<file path="src/rtl/tune_sequencer.sv">
// Multi-tune piezo sequencer: walks a tune's note slots in an external ROM and
// drives a differential square-wave tone for each note's duration.
module tune_sequencer #(
  parameter int unsigned FAST_SIM  = 0,
  parameter int unsigned NUM_TUNES = 4,
  parameter int unsigned MAX_NOTES = 16,
  parameter int unsigned HP_W      = 16,
  parameter int unsigned DUR_W     = 4,
  parameter int unsigned DUR_TICK  = 1048576,
  localparam int unsigned TS_W     = (NUM_TUNES > 1) ? $clog2(NUM_TUNES) : 1,
  localparam int unsigned NI_W     = $clog2(MAX_NOTES),
  localparam int unsigned AW       = TS_W + NI_W,
  localparam int unsigned DW       = 1 + HP_W + DUR_W
) (
  input  logic            clk,
  input  logic            rst_n,
  input  logic            go,
  input  logic            abort,
  input  logic [TS_W-1:0] tune_sel,
  input  logic            repeat_en,
  output logic [AW-1:0]   note_addr,
  input  logic [DW-1:0]   note_data,
  output logic            piezo,
  output logic            piezo_n,
  output logic            busy,
  output logic            done
);

  localparam int unsigned TICK_RAW = (FAST_SIM != 0) ? (DUR_TICK >> 4) : DUR_TICK;
  localparam int unsigned TICK     = (TICK_RAW == 0) ? 1 : TICK_RAW;
  localparam int unsigned TK_W     = (DUR_TICK > 1) ? $clog2(DUR_TICK) : 1;
  localparam int unsigned DC_W     = DUR_W + 1;

  localparam logic [1:0] S_IDLE  = 2'd0;
  localparam logic [1:0] S_FETCH = 2'd1;
  localparam logic [1:0] S_PLAY  = 2'd2;
  localparam logic [1:0] S_DONE  = 2'd3;

  logic [1:0]      state, state_d;
  logic [TS_W-1:0] tune_q, tune_d;
  logic            repeat_q, repeat_d;
  logic [NI_W-1:0] idx, idx_d;
  logic [HP_W-1:0] hp_q, hp_d;
  logic [DUR_W-1:0] dur_q, dur_d;
  logic            last_q, last_d;
  logic [HP_W-1:0] tone_cnt, tone_d;
  logic [TK_W-1:0] tick_cnt, tick_d;
  logic [DC_W-1:0] dur_cnt, durc_d;
  logic            piezo_d, piezo_n_d, busy_d, done_d;
  logic [AW-1:0]   addr_d;
  logic [DC_W-1:0] dur_eff;
  logic            tick_wrap, note_end;

  // State and datapath registers
  always_ff @(posedge clk) begin
    if (!rst_n) begin
      state     <= S_IDLE;
      tune_q    <= '0;
      repeat_q  <= 1'b0;
      idx       <= '0;
      hp_q      <= '0;
      dur_q     <= '0;
      last_q    <= 1'b0;
      tone_cnt  <= '0;
      tick_cnt  <= '0;
      dur_cnt   <= '0;
      piezo     <= 1'b0;
      piezo_n   <= 1'b0;
      busy      <= 1'b0;
      done      <= 1'b0;
      note_addr <= '0;
    end else begin
      state     <= state_d;
      tune_q    <= tune_d;
      repeat_q  <= repeat_d;
      idx       <= idx_d;
      hp_q      <= hp_d;
      dur_q     <= dur_d;
      last_q    <= last_d;
      tone_cnt  <= tone_d;
      tick_cnt  <= tick_d;
      dur_cnt   <= durc_d;
      piezo     <= piezo_d;
      piezo_n   <= piezo_n_d;
      busy      <= busy_d;
      done      <= done_d;
      note_addr <= addr_d;
    end
  end

  // Next-state, datapath and registered-output logic
  always_comb begin
    state_d   = state;
    tune_d    = tune_q;
    repeat_d  = repeat_q;
    idx_d     = idx;
    hp_d      = hp_q;
    dur_d     = dur_q;
    last_d    = last_q;
    tone_d    = tone_cnt;
    tick_d    = tick_cnt;
    durc_d    = dur_cnt;
    piezo_d   = piezo;
    piezo_n_d = 1'b0;
    busy_d    = 1'b0;
    done_d    = 1'b0;
    addr_d    = note_addr;

    // A zero duration plays as a single tick
    dur_eff   = (dur_q == '0) ? DC_W'(1) : {1'b0, dur_q};
    tick_wrap = (tick_cnt == TK_W'(TICK - 1));
    note_end  = tick_wrap && (dur_cnt == dur_eff - DC_W'(1));

    case (state)
      S_IDLE: begin
        if (go && !abort) begin
          tune_d   = tune_sel;
          repeat_d = repeat_en;
          idx_d    = '0;
          state_d  = S_FETCH;
        end
      end
      S_FETCH: begin
        last_d  = note_data[DW-1];
        hp_d    = note_data[DW-2:DUR_W];
        dur_d   = note_data[DUR_W-1:0];
        tone_d  = '0;
        tick_d  = '0;
        durc_d  = '0;
        state_d = S_PLAY;
      end
      S_PLAY: begin
        if (hp_q == '0) begin
          tone_d  = '0;
          piezo_d = 1'b0;
        end else if (tone_cnt == hp_q - HP_W'(1)) begin
          tone_d  = '0;
          piezo_d = ~piezo;
        end else begin
          tone_d = tone_cnt + HP_W'(1);
        end
        if (tick_wrap) begin
          tick_d = '0;
          durc_d = dur_cnt + DC_W'(1);
        end else begin
          tick_d = tick_cnt + TK_W'(1);
        end
        if (note_end) begin
          if (!last_q && (idx != NI_W'(MAX_NOTES - 1))) begin
            idx_d   = idx + NI_W'(1);
            state_d = S_FETCH;
          end else if (repeat_q) begin
            idx_d   = '0;
            state_d = S_FETCH;
          end else begin
            state_d = S_DONE;
          end
        end
      end
      default: state_d = S_IDLE;
    endcase

    if (abort) begin
      state_d  = S_IDLE;
      repeat_d = 1'b0;
    end

    // Tone only exists in PLAY; elsewhere both pins rest low or piezo_n is the complement
    if (state_d != S_PLAY) piezo_d = 1'b0;
    busy_d    = (state_d == S_FETCH) || (state_d == S_PLAY);
    done_d    = (state_d == S_DONE);
    piezo_n_d = busy_d ? ~piezo_d : 1'b0;
    addr_d    = {tune_d, idx_d};
  end

endmodule

</file>
<file path="config.mk">
export PLATFORM = sky130hd
export DESIGN_NAME = tune_sequencer
export DESIGN_NICKNAME = d
export VERILOG_FILES = /design/src/rtl/tune_sequencer.sv
export SDC_FILE = /design/constraint.sdc
export NUM_CORES = 1
export LEC_CHECK = 0
export CORE_MARGIN = 1
export CORE_UTILIZATION = 25
export CTS_CLUSTER_DIAMETER = 100
export CTS_CLUSTER_SIZE = 24
export DETAILED_ROUTE_END_ITERATION = 12
export PLACE_DENSITY_LB_ADDON = 0.3
export SYNTH_ARGS = -nofsm -noshare
export SYNTH_HDL_FRONTEND = slang
export SYNTH_SLANG_ARGS = --single-unit
</file>
<file path="constraint.sdc">
create_clock -name clk -period 9.6 [get_ports clk]
set_clock_uncertainty 0.2 [all_clocks]
set_input_delay 0.96 -clock clk [delete_from_list [all_inputs] [get_ports clk]]
set_output_delay 0.96 -clock clk [all_outputs]
set_load 0.01 [all_outputs]
</file>
==> flow_summary_export.csv <==
group,metric,value,unit
grt,grtUsageTotal,12.5,%
floorplan,die_h,131,um
logic_synthesis,synth.distinct_cells,59,
clock_tree,tritoncts,"done",
setup_path,arrival,3.51,ns
sta,whs,0.265,ns
floorplan,num_rows,46,
min_path,hp-class,"flop to flop",
routing,via_per_inst,4.91,
logic_synthesis,syn_inst,504,
sta,fmax,288,MHz
setup_path,crit_required,9.64,ns
logic_synthesis,synthesis.nets,544,
sta,fin_crit,3.47,ns
pwr,vdd_drop_max,0.122,mV
grt,antenna_found_initial,0,
setup_path,endpoint_kind,"flop",
pwr,power.density,151,nW/um2
final_layout,layout-drive-gt1-share,4.66,%
sta,relSlewSlack,53.6,%
placed_design,hpwl,7450,um
logic_synthesis,synth_compound_area_share,12.3,%
pwr,cellLeakagePower,1.84,nW
outcome,status,"completed",
clock_tree,htree_levels,3,
logic_synthesis,yosysSeqAreaShare,35.9,%
final_layout,area_growth,20.8,%
routing,drt.antenna.violating_nets,0,
clock_tree,cts.sinks,75,
logic_synthesis,synth_edf_count,0,
sta,final.setup.tns,0,ns
setup_path,worstPathMaxFanout,30,
clock_tree,clk_latency,0.34,ns
final_layout,fill_cells,1700,
logic_synthesis,synth_area,4180,um2
sta,slew_violations,0,
routing,first_pass_iters,4,
logic_synthesis,synth_top_family_by_area,"simple AND/OR/NAND/NOR gates",
routing,first_iter_violations,193,
logic_synthesis,synth_flop_cell,"dfxtp_1",
logic_synthesis,synth_mux_area_share,6.73,%
sta,finalCritPeriodShare,36.1,%
logic_synthesis,synth_fa_ha_area_share,3.59,%
final_layout,final_net_count,572,
grt,grt_max_degree,43,
grt,grt_pass1_wl,17400,um
placed_design,portBuffers,37,
clock_tree,post_cts_buffers,0,
clock_tree,cts-resized-gates,0,
floorplan,die_x,131,um
logic_synthesis,yosys.area_share.xor_xnor,9.01,%
grt,grt_pass1_vias,3405,
clock_tree,cts-root-buf,"clkbuf_16",
clock_tree,ctsHoldBuffers,0,
final_layout,seqCellArea,1500,um2
clock_tree,cts_buffers,9,
routing,vias,3689,
logic_synthesis,synth_warnings,0,
grt,grt-ovfl-total,0,
routing,wl_per_cell,13.8,um
floorplan,coreArea,16100,um2
sta,worst_pin_slew,0.696,ns
placed_design,gp_congestion,0.805,
setup_path,start_kind,"flop",
sta,rsz0062_at_grt,"false",
setup_path,crit_type,"flop to flop",
floorplan,die_area,17200,um2
logic_synthesis,yosys.area_share.simple,28.6,%
floorplan,ioPinCount,38,
clock_tree,cts_buffer_depth,2,
final_layout,final_common_cell,"dfxtp_1",
routing,drc_errors,0,
sta,finalSetupViolCount,0,
sta,hold_viol,0,
logic_synthesis,ys_seq_elements,75,
final_layout,antenna_cells,0,
logic_synthesis,async_flop_share,0,%
job,cap_violations,0,
floorplan,start_util,25.9,%
logic_synthesis,synth.avg_cell_area,8.29,um2
final_layout,final_cell_mix,"75 x dfxtp_1, 71 x nor2_1, 38 x nand2_1",
routing,drt-total-wl,10400,um
clock_tree,path_clk_slew,0.06,ns
final_layout,multi_input_area,2520,um2
[cell families (layout without fill, tap and decap cells)]
group                      Yosys count  in the layout
AOI/OAI and AO/OA                   76             76
xor gates and xnor gates            43             43
adders and majority gates           12             12
buffers and inverters               37             69
DFF                                 75             75
muxes                               28             28
and+or+nand+nor                    233            233
[path summary, 6_finish.rpt]
path              slack (ns)      endpoint  depth (start not counted)         start
hold / removal          0.27  note_addr[5]                          2  note_addr[5]
setup reg to reg        6.13   tone_cnt[2]                         10       hp_q[0]
setup / recovery        6.13   tone_cnt[2]                         10       hp_q[0]
hold reg to reg         0.27  note_addr[5]                          2  note_addr[5]
[registers in the layout (all words and copies together) (netlist names)]
| register | count |
|---|---|
| piezo_n | 1 |
| dur_q | 4 |
| hp_q | 16 |
| tone_cnt | 16 |
| tick_cnt | 20 |
| state | 2 |
| dur_cnt | 5 |
| piezo | 1 |
| note_addr | 6 |
| last_q | 1 |
| repeat_q | 1 |
| done | 1 |
| busy | 1 |
[worst max-delay path, stage by stage (launching register included)]
cell and delay, ns:
dfxtp_1 0.38, inv_1 0.09, ha_1 0.33, or3b_1 0.44, or2_4 0.27, nor4_1 0.30
o2111ai_1 0.17, nor4_2 0.34, and4_4 0.48, o21ai_0 0.14, a21o_1 0.20
[final cells by class]
class | count | area share, %
multi-input combinational | 392 | 49.9
sequential | 75 | 29.7
timing repair buffer | 40 | 7.78
clock buffer | 14 | 5.63
tap | 216 | 5.35
inverter | 14 | 1.04
clock inverter | 1 | 0.595
[per-stage QoR]
stage          cell area (um2)  utilization, %  cells  setup slack (ns)  power (mW)
4_1_cts                   5050            31.3    752              6.16       0.772
6_report                  5050            31.3    752              6.13       0.760
3_5_place_dp              4730            29.4    737              5.98       0.411
2_1_floorplan             4180               -    504              6.50       0.381
3_3_place_gp              4730            29.4    737              6.06       0.410
5_1_grt                   5050            31.3    752              5.87       0.794
[metal layers]
| metal | vias to the layer above | GRT usage, % | share of wire (%) |
|---|---|---|---|
| met5 | - | 0 | 0 |
| met4 | 0 | 4.20 | 1.4 |
| met3 | 11 | 3.55 | 4.3 |
| met2 | 63 | 19.5 | 45 |
| met1 | 1761 | 16.6 | 49 |
| li1 | 1854 | - | - |
[synth_stat cells (4+ instances only)]
library cell	number	area share (%)
o41ai_1	5	1.0
nand3b_1	5	0.90
o21ai_0	19	2.3
nand4_1	12	1.8
a21oi_1	12	1.4
ha_1	12	3.6
or4_1	4	0.72
nor4_1	8	1.2
nor3_1	23	2.8
nor3b_1	6	1.1
nor2b_1	4	0.60
inv_1	13	1.2
xnor2_1	23	4.8
mux2i_1	27	6.5
a21o_1	7	1.3
xor2_1	20	4.2
nand2_1	38	3.4
nand3_1	30	3.6
nor2_1	71	6.4
o21a_1	7	1.3
dfxtp_1	75	36
clkbuf_1	17	1.5
and3_1	10	1.5
[power breakdown]
part | internal (mW) | total (mW) | switching [mW]
Clock | 0.228 | 0.355 | 0.127
Sequential | 0.315 | 0.320 | 0.00492
Combinational | 0.0378 | 0.0846 | 0.0469
Total | 0.581 | 0.760 | 0.179
No activity file was read; power rests on OpenSTA's default activity.
